$ cat src/rtl/alarm_pkg.sv
// Shared definitions for the alarm zone controller.
// Holds the FSM state encoding and the default parameter constants.
package alarm_pkg;

  localparam int unsigned N_ZONES_DEF   = 3;
  localparam int unsigned ENTRY_DLY_DEF = 8;
  localparam int unsigned CNT_W_DEF     = 8;

  typedef enum logic [1:0] {
    ST_DISARMED = 2'b00,
    ST_ARMED    = 2'b01,
    ST_ENTRY    = 2'b10,
    ST_ALARM    = 2'b11
  } state_e;

endpackage

$ cat src/rtl/alarm_delay_cnt.sv
// Entry-delay down-counter with a registered zero flag.
// Ports:
//   clk, rst_n  - clock, async active-low reset
//   load_i      - load load_val_i (has priority over en_i)
//   load_val_i  - value to load, CNT_W bits
//   en_i        - decrement by one (ignored when already zero)
//   zero_o      - registered flag, high while the count is zero
module alarm_delay_cnt #(
  parameter int unsigned CNT_W = 8
) (
  input  logic             clk,
  input  logic             rst_n,
  input  logic             load_i,
  input  logic [CNT_W-1:0] load_val_i,
  input  logic             en_i,
  output logic             zero_o
);

  logic [CNT_W-1:0] cnt_q, cnt_d;
  logic             zero_q;

  // Next count: load wins, decrement saturates at zero
  always_comb begin
    cnt_d = cnt_q;
    if (load_i) begin
      cnt_d = load_val_i;
    end else if (en_i && (cnt_q != '0)) begin
      cnt_d = cnt_q - CNT_W'(1);
    end
  end

  // Count and zero flag registers
  always_ff @(posedge clk or negedge rst_n) begin
    if (!rst_n) begin
      cnt_q  <= '0;
      zero_q <= 1'b1;
    end else begin
      cnt_q  <= cnt_d;
      zero_q <= (cnt_d == '0);
    end
  end

  assign zero_o = zero_q;

endmodule

$ cat src/rtl/alarm_zone_ctrl.sv
// Intrusion alarm controller: arm/disarm FSM, zone qualification with
// bypass mask, entry delay on zone[0], and sticky zone latch.
// Ports:
//   clk, rst_n  - clock, async active-low reset
//   arm, disarm - level requests (disarm has priority)
//   zone        - sensor levels, zone[0] delayed, others instant
//   zone_mask   - 1 = zone bypassed
//   alarma      - siren drive
//   armed       - high in ARMED/ENTRY/ALARM
//   pending     - high in ENTRY
//   arm_fail    - one-cycle pulse when arming is refused
//   zone_latch  - sticky record of triggering zones
//   state       - current FSM state
module alarm_zone_ctrl
  import alarm_pkg::*;
#(
  parameter int unsigned N_ZONES   = N_ZONES_DEF,
  parameter int unsigned ENTRY_DLY = ENTRY_DLY_DEF,
  parameter int unsigned CNT_W     = CNT_W_DEF
) (
  input  logic               clk,
  input  logic               rst_n,
  input  logic               arm,
  input  logic               disarm,
  input  logic [N_ZONES-1:0] zone,
  input  logic [N_ZONES-1:0] zone_mask,
  output logic               alarma,
  output logic               armed,
  output logic               pending,
  output logic               arm_fail,
  output logic [N_ZONES-1:0] zone_latch,
  output logic [1:0]         state
);

  // All zones except zone[0]; empty when only the door zone exists
  localparam logic [N_ZONES-1:0] INST_MASK = ~N_ZONES'(1);

  state_e             state_q, state_d;
  logic [N_ZONES-1:0] latch_q, latch_d;
  logic               arm_fail_q, arm_fail_d;
  logic               alarma_q, armed_q, pending_q;
  logic [N_ZONES-1:0] act;
  logic               inst_act;
  logic               cnt_load, cnt_en, cnt_zero;

  assign act      = zone & ~zone_mask;
  assign inst_act = |(act & INST_MASK);

  alarm_delay_cnt #(
    .CNT_W (CNT_W)
  ) u_delay_cnt (
    .clk        (clk),
    .rst_n      (rst_n),
    .load_i     (cnt_load),
    .load_val_i (CNT_W'(ENTRY_DLY - 1)),
    .en_i       (cnt_en),
    .zero_o     (cnt_zero)
  );

  // Next-state, zone latch and arm-fail decode
  always_comb begin
    state_d    = state_q;
    latch_d    = latch_q;
    arm_fail_d = 1'b0;
    cnt_load   = 1'b0;
    cnt_en     = 1'b0;
    if (disarm) begin
      state_d = ST_DISARMED;
    end else begin
      case (state_q)
        ST_DISARMED: begin
          if (arm) begin
            if (act == '0) begin
              state_d = ST_ARMED;
              latch_d = '0;
            end else begin
              arm_fail_d = 1'b1;
            end
          end
        end
        ST_ARMED: begin
          latch_d = latch_q | act;
          if (inst_act) begin
            state_d = ST_ALARM;
          end else if (act[0]) begin
            state_d  = ST_ENTRY;
            cnt_load = 1'b1;
          end
        end
        ST_ENTRY: begin
          latch_d = latch_q | act;
          if (inst_act || cnt_zero) begin
            state_d = ST_ALARM;
          end else begin
            cnt_en = 1'b1;
          end
        end
        ST_ALARM: begin
          latch_d = latch_q | act;
        end
        default: begin
          state_d = ST_DISARMED;
        end
      endcase
    end
  end

  // State and output registers; status outputs track the next state
  always_ff @(posedge clk or negedge rst_n) begin
    if (!rst_n) begin
      state_q    <= ST_DISARMED;
      latch_q    <= '0;
      arm_fail_q <= 1'b0;
      alarma_q   <= 1'b0;
      armed_q    <= 1'b0;
      pending_q  <= 1'b0;
    end else begin
      state_q    <= state_d;
      latch_q    <= latch_d;
      arm_fail_q <= arm_fail_d;
      alarma_q   <= (state_d == ST_ALARM);
      armed_q    <= (state_d != ST_DISARMED);
      pending_q  <= (state_d == ST_ENTRY);
    end
  end

  assign alarma     = alarma_q;
  assign armed      = armed_q;
  assign pending    = pending_q;
  assign arm_fail   = arm_fail_q;
  assign zone_latch = latch_q;
  assign state      = state_q;

endmodule
$ cat config.mk
export PLATFORM = sky130hd
export DESIGN_NAME = alarm_zone_ctrl
export DESIGN_NICKNAME = d
export VERILOG_FILES = /design/src/rtl/alarm_pkg.sv /design/src/rtl/alarm_delay_cnt.sv /design/src/rtl/alarm_zone_ctrl.sv
export SDC_FILE = /design/constraint.sdc
export NUM_CORES = 1
export LEC_CHECK = 0
export ABC_AREA = 1
export BUFFER_PORTS_ARGS = -buffer_cell sky130_fd_sc_hd__buf_4
export CAP_MARGIN = 20
export CELL_PAD_IN_SITES_DETAIL_PLACEMENT = 1
export CELL_PAD_IN_SITES_GLOBAL_PLACEMENT = 1
export CORE_MARGIN = 8
export CORE_UTILIZATION = 39
export DETAILED_ROUTE_END_ITERATION = 7
export PLACE_DENSITY_LB_ADDON = 0.1
export SLEW_MARGIN = 0
export SYNTH_ARGS = -nofsm -noshare
export SYNTH_HDL_FRONTEND = slang
export SYNTH_SLANG_ARGS = --single-unit
$ cat constraint.sdc
create_clock -name clk -period 1.75 [get_ports clk]
set_input_delay 0.35 -clock clk [delete_from_list [all_inputs] [get_ports clk]]
set_output_delay 0.35 -clock clk [all_outputs]
set_load 0.03 [all_outputs]
==> results of run 1 <==
## cell type report
type,instances,area share
well taps,31,0.0289
clock buffers,4,0.0271
flip-flops and latches,18,0.337
inverters,23,0.0644
repair buffers,23,0.131
multi-input cells,105,0.412
## placed cells by master, fill, tap and decap left out, types with 2 or more instances in the layout
cell	Yosys	final
nand4_1	3	3
clkbuf_4	0	3
nand3_1	16	15
nand2_1	37	36
inv_1	21	21
nor2_1	18	18
nand2_2	3	4
o21ai_1	1	2
nor2_2	3	3
inv_2	2	2
o21ai_0	3	2
nor2_4	2	2
ha_1	2	2
buf_4	0	22
dfrtp_1	17	17
a21oi_1	8	8
nand2_4	2	2
## final timing paths
kind / startpoint / end / slack [ns]
hold reg to reg: zone_latch[2] / zone_latch[2] / 0.54
min in group asynchronous: rst_n / zone_latch[2] / 0.45
setup reg to reg: u_delay_cnt.cnt_q[1] / u_delay_cnt.zero_o / 0.17
max in group asynchronous: rst_n / u_delay_cnt.zero_o / 1.04
setup / recovery: u_delay_cnt.cnt_q[1] / u_delay_cnt.zero_o / 0.17
hold / removal: zone[2] / zone_latch[2] / 0.33
## power breakdown
part / switching [W] / leakage [nW] / internal (W)
clock network: 0.000139 / 0.0210 / 0.000127
logic: 0.000559 / 0.498 / 0.000335
registers: 0.000119 / 0.232 / 0.000529
total: 0.000818 / 0.750 / 0.000991
## critical path, delay by kind of cell, from the launching register on
kind | cells | cell delay, ns
adders and majority gates | 1 | 0.18
buffers and inverters | 2 | 0.15
DFF | 1 | 0.40
and+or+nand+nor | 8 | 0.78
## synth_stat cells, types with 2 or more instances
master	n
o21ai_0	3
nand4_1	3
inv_1	21
a21oi_1	8
nand2_1	37
nor2_2	3
nand3_1	16
nand2_2	3
inv_2	2
nor2_4	2
nand2_4	2
nor2_1	18
dfrtp_1	17
ha_1	2
## stage by stage
step                 util  TNS [ns]  instance area (sq um)  worst slack, ns  instances
floorplan               -         0                   1080            0.285        146
CTS                 0.491         0                   1320            0.112        202
global placement    0.474         0                   1270            0.173        197
finish              0.499         0                   1340            0.170        204
detailed placement  0.474         0                   1270            0.110        197
global route        0.499   -0.0113                   1340          -0.0113        204
## metal layers
| layer | vias up | GRT usage | share of wire | wire, um |
|---|---|---|---|---|
| met4 | 0 | 0.0627 | 0.0071 | 21 |
| met3 | 2 | 0.0339 | 0.030 | 89 |
| met2 | 12 | 0.250 | 0.54 | 1590 |
| met1 | 494 | 0.163 | 0.42 | 1240 |
| li1 | 515 | - | - | - |
| met5 | - | 0 | 0 | 0 |
## timing repair
action | in CTS | in global routing
endpoints found under the setup margin | 0 | 1
setup buffers | 0 | 2
gates resized for setup | 0 | 3
hold buffers | 1 | 0
hold endpoints to repair | 17 | 0
## cell families (layout without fill, tap and decap cells)
group,after synthesis,in the layout,synth area share
and+or+nand+nor,88,88,0.404
buffers and inverters,23,50,0.0797
DFF,18,18,0.417
AOI/OAI and AO/OA,14,14,0.0681
adders and majority gates,2,2,0.0231
xor gates and xnor gates,1,1,0.00808
## sequential cells by signal, summed over array words and instances, names as in the netlist
name                count
zone_latch              3
state                   2
u_delay_cnt.zero_o      1
u_delay_cnt.cnt_q       8
alarma                  1
arm_fail                1
pending                 1
armed                   1
==> run metrics, run 1 <==
Ys Warns=0; total die area=0.00472 sq mm; Design Power=0.00181 W; CTS tree=done; arrival time of the worst setup path=1.82 ns; post-synthesis area per instance=7.42 sq um; leakage=0.750 nW; Syn Nets=158; final-report hold violation count=0; initial core utilization=0.403; sequential cell area fraction in the yosys report=0.417; Min Hold Slack=0.327 ns; critical path's slowest cell=dfrtp_1; Die Span Y=68.7 um; fin crit period=1.58 ns; IO Pins=19; ys async rst share=1.00; path type of the worst setup path=flop to flop; number of flops mapped to enable cells by yosys=0; wire per inst=14.4 um; layout cells sized above 1=0.249; Worst Path Required=1.99 ns; Max Cap Viol=0; total congestion overflow=0; Startpoint Class=flop; Sink Count=18; Layout area overhead=23.8%; CTS Root Cell=clkbuf_4; Slowest Stage Delay on Critical Path=0.40 ns; Clock Path Buffers=2; Hold WC Path Type=input port to flop; Max Slew Vio Count=0; cell taking the most area after synthesis=dfrtp_1; area occupied by multi-input gates=553 sq um; final setup vio count=0; share of the synthesized area in the top cell type=0.393; register bit total from synthesis=18; antenna diode count=0; fin nets=186; antenna violations before repair=0; Fmax=0.633 GHz; Unique masters post-synth=23; crit-path cells=inv_1, ha_1, nand2_1, inv_1, nand2_4, nand3_4, nand2_1, nand3_1, nor2_1, nand2_1, nor2_1; antenna-violating nets left=0; CTS buffer count=3; DRT Pass-1 Iters=3; Reg clk slew, reported paths=0.11 ns; first-pass GRT wire length=5180 um; # H-tree levels=1; HPWL after DPL=2370 um; Critical Path Most Common Cell=nand2_1; GP Congestion=0.834; relative slew slack=0.778; fin crit share=0.903; drt initial violations=20; Seq. cell area=452 sq um; hold path depth=3; Top FF cell, synth=dfrtp_1; CORE AREA=0.00269 sq mm; Cell Rows=19; Total GRT Usage=0.143; worst-margin pin slew=0.332 ns; die width=68.7 um; pwr dens=1350 mW/mm^2; crit-path max FO=8; Residual DRC=0; status=complete, no violations; synth top area cells=dfrtp_1, nand2_1, nand3_1; PortBufs=18; largest net degree at the start of global routing=19; Cells after Synth=146; number of global-route vias before repair=1159; Worst Skew=0.000713 ns; fill cell count=348; synthesized cell area=0.00108 sq mm; VDD IR max=0.638 mV; worst skew pair latency=0.30 ns; routed vias=1023; worst-case reg-to-reg path depth=11; CP endpoint kind=flop; final wirelength=2940 um; via density per instance=5.01
Power figures use the tool's default switching activity.
==> run 2: changes to the inputs <==
==> constraint.sdc (replaced) <==
create_clock -name clk -period 1.75 [get_ports clk]
set_input_delay 0.0875 -clock clk [delete_from_list [all_inputs] [get_ports clk]]
set_output_delay 0.0875 -clock clk [all_outputs]
set_load 0.03 [all_outputs]
==> run 2 against run 1 <==
Compared with the run above: register-to-register slack hardly changed; global-route usage is 0.50 points lower; critical endpoint unchanged; final cell count decreased by 1.5%; clock power shrank 4%.
==> run metrics, run 2 (synthesis results as in run 1) <==
Design Power=0.00174 W (was 0.00181 W); CTS tree=done (unchanged); die width=68.7 um (unchanged); VDD IR max=0.628 mV (was 0.638 mV); Sink Count=18 (unchanged); first-pass GRT wire length=4910 um (was 5180 um); relative slew slack=0.827 (was 0.778); fill cell count=348 (unchanged); hold path depth=3 (unchanged); fin crit share=0.903 (about the same); largest net degree at the start of global routing=19 (unchanged); drt initial violations=22 (was 20); pwr dens=1320 mW/mm^2 (was 1350 mW/mm^2); antenna-violating nets left=0 (unchanged); path type of the worst setup path=flop to flop (unchanged); DP Area=0.00126 sq mm (was 0.00127 sq mm); most common cell after layout, fill and taps aside=nand2_1 (unchanged); Die Span Y=68.7 um (unchanged); antenna diode count=0 (unchanged); initial core utilization=0.403 (unchanged); Hold WC Path Type=input port to flop (unchanged); crit-path max FO=8 (unchanged); worst-margin pin slew=0.259 ns (was 0.332 ns); reg2reg end=u_delay_cnt.zero_o (unchanged); number of global-route vias before repair=1094 (was 1159); Cell Rows=19 (unchanged); CP endpoint kind=flop (unchanged); IO Pins=19 (unchanged); total die area=0.00472 sq mm (unchanged); leakage=0.731 nW (was 0.750 nW); routed vias=1032 (was 1023); # H-tree levels=1 (unchanged); PortBufs=18 (unchanged); Max Slew Vio Count=0 (unchanged); CTS buffer count=3 (unchanged); Layout area overhead=21.2% (was 23.8%); final wirelength=2780 um (was 2940 um); Clock Path Buffers=2 (unchanged); wire per inst=13.9 um (was 14.4 um); number of flip-flops in the largest register=8 (unchanged); R2R Setup Slk=0.17 ns (about the same); WHS Endpoint=zone_latch[2] (unchanged); final-report hold violation count=0 (unchanged); via density per instance=5.13 (was 5.01); Crit. Startpoint=u_delay_cnt.cnt_q[1] (unchanged); HPWL after DPL=2290 um (was 2370 um); Startpoint Class=flop (unchanged); final setup vio count=0 (unchanged); setup_tns=0 ns (unchanged); post-CTS setup buffer count=0 (unchanged); Worst Path Required=1.99 ns (about the same); arrival time of the worst setup path=1.82 ns (about the same); placed insts=196 (was 197); layout cells sized above 1=0.235 (was 0.249); Worst Skew=0.00500 ns (was 0.000713 ns); CORE AREA=0.00269 sq mm (unchanged); DRT Pass-1 Iters=4 (was 3); most frequent cells in the layout=nand2_1, inv_1, buf_4, nor2_1, dfrtp_1 (was nand2_1, buf_4, inv_1, nor2_1, dfrtp_1); RSZ-0062 raised after global routing=no; fin nets=183 (was 186); worst r2r src=u_delay_cnt.cnt_q[1] (unchanged); Min-Delay Startpoint=zone[2] (unchanged); Reg clk slew, reported paths=0.10 ns (was 0.11 ns); Biggest register=u_delay_cnt.cnt_q (unchanged); GP Congestion=0.839 (was 0.834); worst-case reg-to-reg path depth=11 (unchanged); fin crit period=1.58 ns (about the same); total congestion overflow=0 (unchanged); status=complete, no violations (unchanged); Fmax=0.633 GHz (about the same); fin area=0.00131 sq mm (was 0.00134 sq mm); Max Cap Viol=0 (unchanged); antenna violations before repair=0 (unchanged); CTS Root Cell=clkbuf_4 (unchanged); Final Instance Count excl. Fillers=201 (was 204); Residual DRC=0 (unchanged); worst skew pair latency=0.30 ns (about the same); Total GRT Usage=0.138 (was 0.143)
run 2: metrics by stage:
stage	hold WS (ns)	util	setup slack, ns
6_report	0.0707	0.489	0.169
3_3_place_gp	-0.0341	0.471	0.178
3_5_place_dp	-0.0281	0.471	0.117
2_1_floorplan	-0.208	-	0.285
5_1_grt	0.0938	0.489	0.00687
4_1_cts	0.0651	0.488	0.0873
run 2: how the worst max path moves through the flow:
stage / to / slack (ns) / cells after the start
2_1_floorplan: u_delay_cnt.zero_o / 0.29 / 9
4_1_cts: u_delay_cnt.zero_o / 0.09 / 10
3_3_place_gp: u_delay_cnt.zero_o / 0.18 / 10
3_5_place_dp: u_delay_cnt.zero_o / 0.12 / 10
6_report: u_delay_cnt.zero_o / 0.17 / 11
5_1_grt: u_delay_cnt.zero_o / 0.007 / 9
run 2: area by class of cell:
type	instances	area, sq um	area share
Clock buffer	4	36.3	0.0276
Tap cell	31	38.8	0.0295
Timing Repair Buffer	20	153	0.116
Sequential cell	18	452	0.344
Multi-Input combinational cell	105	548	0.417
Inverter	23	86.3	0.0657
run 2: routing by layer:
metal,GRT usage,vias up,wire length [um]
met4,0.0827,0,89
met1,0.146,496,1130
met3,0.0226,8,69
met2,0.252,20,1500
met5,0,-,0
li1,-,508,-
run 2: worst max-delay path, stage by stage (launching register included):
cell and delay, ns:
dfrtp_1 0.39, inv_1 0.09, ha_1 0.18, nand2_1 0.10, inv_1 0.07, nand2_4 0.08
nand3_4 0.10, nand2_1 0.11, nand2_1 0.05, o21ai_0 0.17, nand2_1 0.08, nor2_1 0.10
run 2: repair_timing:
action                                 CTS  global route
gates resized for setup                  0             2
endpoints found under the hold margin   18             0
hold buffers                             1             0
setup endpoints to repair                0             1
run 2: power by group:
group	total (W)	internal, W	switching (W)
sequential	0.000651	0.000529	0.000122
clock	0.000256	0.000127	0.000129
combinational	0.000830	0.000292	0.000537
==> run 3: changes to the inputs <==
--- a/config.mk
+++ b/config.mk
@@ -5,13 +5,12 @@
 export SDC_FILE = /design/constraint.sdc
 export NUM_CORES = 1
 export LEC_CHECK = 0
-export ABC_AREA = 1
 export BUFFER_PORTS_ARGS = -buffer_cell sky130_fd_sc_hd__buf_4
 export CAP_MARGIN = 20
 export CELL_PAD_IN_SITES_DETAIL_PLACEMENT = 1
 export CELL_PAD_IN_SITES_GLOBAL_PLACEMENT = 1
 export CORE_MARGIN = 8
-export CORE_UTILIZATION = 39
+export CORE_UTILIZATION = 41
 export DETAILED_ROUTE_END_ITERATION = 7
 export PLACE_DENSITY_LB_ADDON = 0.1
 export SLEW_MARGIN = 0
==> run 3 against run 2 <==
Compared with the run above: die area shrank 4.9%; critical path depth shrank 4; wire length grew 9.3%; non-clock buffer count grew 11; flip-flop and latch count is the same; largest power group unchanged.
==> run metrics, run 3 <==
status=complete, no violations (unchanged); fin crit period=1.72 ns (was 1.58 ns); Unique masters post-synth=37 (was 23); dominant cell by count in the synthesized netlist=dfrtp_1 (was nand2_1); final wirelength=3040 um (was 2780 um); HPWL after DPL=2250 um (was 2290 um); Cells after Synth=113 (was 146); share of the synthesized area in the top cell type=0.399 (was 0.393); total congestion overflow=0 (unchanged); Max Cap Viol=0 (unchanged); CTS Root Cell=clkbuf_4 (unchanged); path type of the worst setup path=flop to flop (unchanged); cell taking the most area after synthesis=dfrtp_1 (unchanged); IO Pins=19 (unchanged); Worst Skew=0.00380 ns (was 0.00500 ns); post-synthesis area per instance=9.44 sq um (was 7.42 sq um); via density per instance=5.62 (was 5.13); most frequent cells in the layout=buf_4, dfrtp_1, nor2_1, nand2_1 (was nand2_1, inv_1, buf_4, nor2_1, dfrtp_1); fin nets=159 (was 183); number of global-route vias before repair=1121 (was 1094); crit-path cells=inv_2, ha_4, nor3b_4, nand2_4, a2111oi_4, nor3_2, nor4_2 (was inv_1, ha_1, nand2_1, inv_1, nand2_4, nand3_4, nand2_1, nand2_1, o21ai_0, nand2_1, nor2_1); drt initial violations=33 (was 22); Slowest Stage Delay on Critical Path=0.40 ns (was 0.39 ns); layout cells sized above 1=0.329 (was 0.235); critical path's slowest cell=dfrtp_1 (unchanged); Startpoint Class=flop (unchanged); Top FF cell, synth=dfrtp_1 (unchanged); Total GRT Usage=0.154 (was 0.138); Design Power=0.00202 W (was 0.00174 W); worst-margin pin slew=0.417 ns (was 0.259 ns); antenna violations before repair=0 (unchanged); first-pass GRT wire length=5380 um (was 4910 um); DP Area=0.00130 sq mm (was 0.00126 sq mm); VDD IR max=1.06 mV (was 0.628 mV); Syn Nets=125 (was 158); delay-heaviest family, CP=simple AND/OR/NAND/NOR gates (unchanged); CTS buffer count=3 (unchanged); Residual DRC=0 (unchanged); Clock Path Buffers=2 (unchanged); Die Span Y=67.0 um (was 68.7 um); crit-path max FO=3 (was 8); initial core utilization=0.431 (was 0.403); wire per inst=17.3 um (was 13.9 um); fin area=0.00141 sq mm (was 0.00131 sq mm); Layout area overhead=31.7% (was 21.2%); setup_tns=0 ns (unchanged); most common cell after layout, fill and taps aside=buf_4 (was nand2_1); die width=67.0 um (was 68.7 um); worst skew pair latency=0.29 ns (was 0.30 ns); antenna diode count=0 (unchanged); final setup vio count=0 (unchanged); Ys Warns=0 (unchanged); synth top area cells=dfrtp_1, nor2_1, nand2b_1 (was dfrtp_1, nand2_1, nand3_1); Max Slew Vio Count=0 (unchanged); Cell Rows=18 (was 19); DRT Pass-1 Iters=4 (unchanged); largest net degree at the start of global routing=19 (unchanged); Post-synth top cells=dfrtp_1, nor2_1, inv_1 (was nand2_1, inv_1, nor2_1); Final Core Density=0.567 (was 0.489); fill cell count=294 (was 348); arrival time of the worst setup path=1.94 ns (was 1.82 ns); sequential cell area fraction in the yosys report=0.423 (was 0.417); synthesized cell area=0.00107 sq mm (was 0.00108 sq mm); leakage=0.660 nW (was 0.731 nW); final-report hold violation count=0 (unchanged); Biggest register=u_delay_cnt.cnt_q (unchanged); fin crit share=0.985 (was 0.903); CTS tree=done (unchanged); RSZ-0062 raised after global routing=yes (was no); routed vias=989 (was 1032); Hold WC Path Type=input port to flop (unchanged); CORE AREA=0.00248 sq mm (was 0.00269 sq mm); total die area=0.00449 sq mm (was 0.00472 sq mm); # H-tree levels=1 (unchanged); pwr dens=1430 mW/mm^2 (was 1320 mW/mm^2); Worst Path Required=1.97 ns (was 1.99 ns); Sink Count=18 (unchanged); register bit total from synthesis=18 (unchanged); PortBufs=18 (unchanged); antenna-violating nets left=0 (unchanged); Fmax=0.580 GHz (was 0.633 GHz); number of flops mapped to enable cells by yosys=0 (unchanged); number of flip-flops in the largest register=8 (unchanged); GP Congestion=0.772 (was 0.839); buffers and inverters on the worst path=1 (was 2); relative slew slack=0.722 (was 0.827); ys async rst share=1.00 (unchanged); CP endpoint kind=flop (unchanged); Reg clk slew, reported paths=0.11 ns (was 0.10 ns)
[run 3: changes by cell type in the layout (fill, tap and decap cells not counted), moves of 3 or more]
cell | previous run | this run
and3_1 | 0 | 4
nand3_1 | 16 | 4
nor2b_1 | 0 | 3
a21oi_1 | 8 | 5
nand2_2 | 3 | 0
mux2i_1 | 0 | 3
buf_4 | 19 | 30
nand2b_1 | 0 | 6
nor2_1 | 18 | 12
inv_1 | 20 | 6
nor2_2 | 3 | 0
nand4_1 | 3 | 6
nand2_1 | 37 | 7
[run 3: through the flow]
| stage | hold slack [ns] | worst slack (ns) | std cells |
|---|---|---|---|
| 5_1_grt | 0.0574 | -0.0746 | 176 |
| 3_5_place_dp | -0.0253 | -0.0227 | 166 |
| 2_1_floorplan | -0.208 | 0.0134 | 113 |
| 4_1_cts | 0.0344 | 0.00777 | 175 |
| 6_report | 0.0482 | 0.0258 | 176 |
| 3_3_place_gp | -0.0303 | 0.0323 | 166 |
[run 3: what timing repair did]
item,in CTS,in global routing
setup buffers,4,1
gates resized for setup,0,4
endpoints found under the hold margin,18,0
hold buffers,1,0
pin swaps,1,3
setup endpoints to repair,1,5
[run 3: worst reg2reg max path, cell delays in order, from the launching register on]
cell,delay (ns)
dfrtp_1,0.40
inv_2,0.10
ha_4,0.15
nor3b_4,0.24
nand2_4,0.11
a2111oi_4,0.37
nor3_2,0.07
nor4_2,0.21
[run 3: per-layer routing]
layer / up-vias / global-route usage / part of all wire
met5: - / 0 / 0
met4: 0 / 0.0627 / 0.028
met3: 12 / 0.0336 / 0.055
met2: 28 / 0.277 / 0.51
met1: 480 / 0.169 / 0.40
li1: 469 / - / -
[run 3: logic make-up after synthesis]
kind of cell,after synthesis,synth area share
buffers and inverters,10,0.0434
flip-flops,18,0.423
AO/OA/AOI/OAI,20,0.136
adder cells (fa/ha/maj),2,0.0234
multiplexers,3,0.0281
AND/OR/NAND/NOR,57,0.321
XOR/XNOR,3,0.0246
[run 3: cell type report]
| class | instances | area (sq um) | area share |
|---|---|---|---|
| clock buffers | 4 | 36.3 | 0.0258 |
| flip-flops and latches | 18 | 454 | 0.323 |
| repair buffers | 31 | 235 | 0.167 |
| multi-input cells | 85 | 612 | 0.435 |
| well taps | 30 | 37.5 | 0.0267 |
| inverters | 8 | 30.0 | 0.0214 |
[run 3: worst paths after layout]
| path | start | to | slack, ns | cells after the start |
|---|---|---|---|---|
| worst max-delay path | u_delay_cnt.cnt_q[0] | u_delay_cnt.zero_o | 0.03 | 7 |
| worst min-delay path | disarm | state[0] | 0.05 | 2 |
| worst max register to register | u_delay_cnt.cnt_q[0] | u_delay_cnt.zero_o | 0.03 | 7 |
| worst min register to register | zone_latch[0] | zone_latch[0] | 0.52 | 2 |
| max in group asynchronous | rst_n | u_delay_cnt.zero_o | 1.29 | 2 |
| min in group asynchronous | rst_n | u_delay_cnt.cnt_q[4] | 0.20 | 2 |
[run 3: where the power goes]
| group | total [W] | switching, W | internal, W |
|---|---|---|---|
| Combinational | 0.00106 | 0.000569 | 0.000487 |
| Clock | 0.000261 | 0.000135 | 0.000127 |
| Sequential | 0.000699 | 0.000152 | 0.000547 |
| Total | 0.00202 | 0.000855 | 0.00116 |
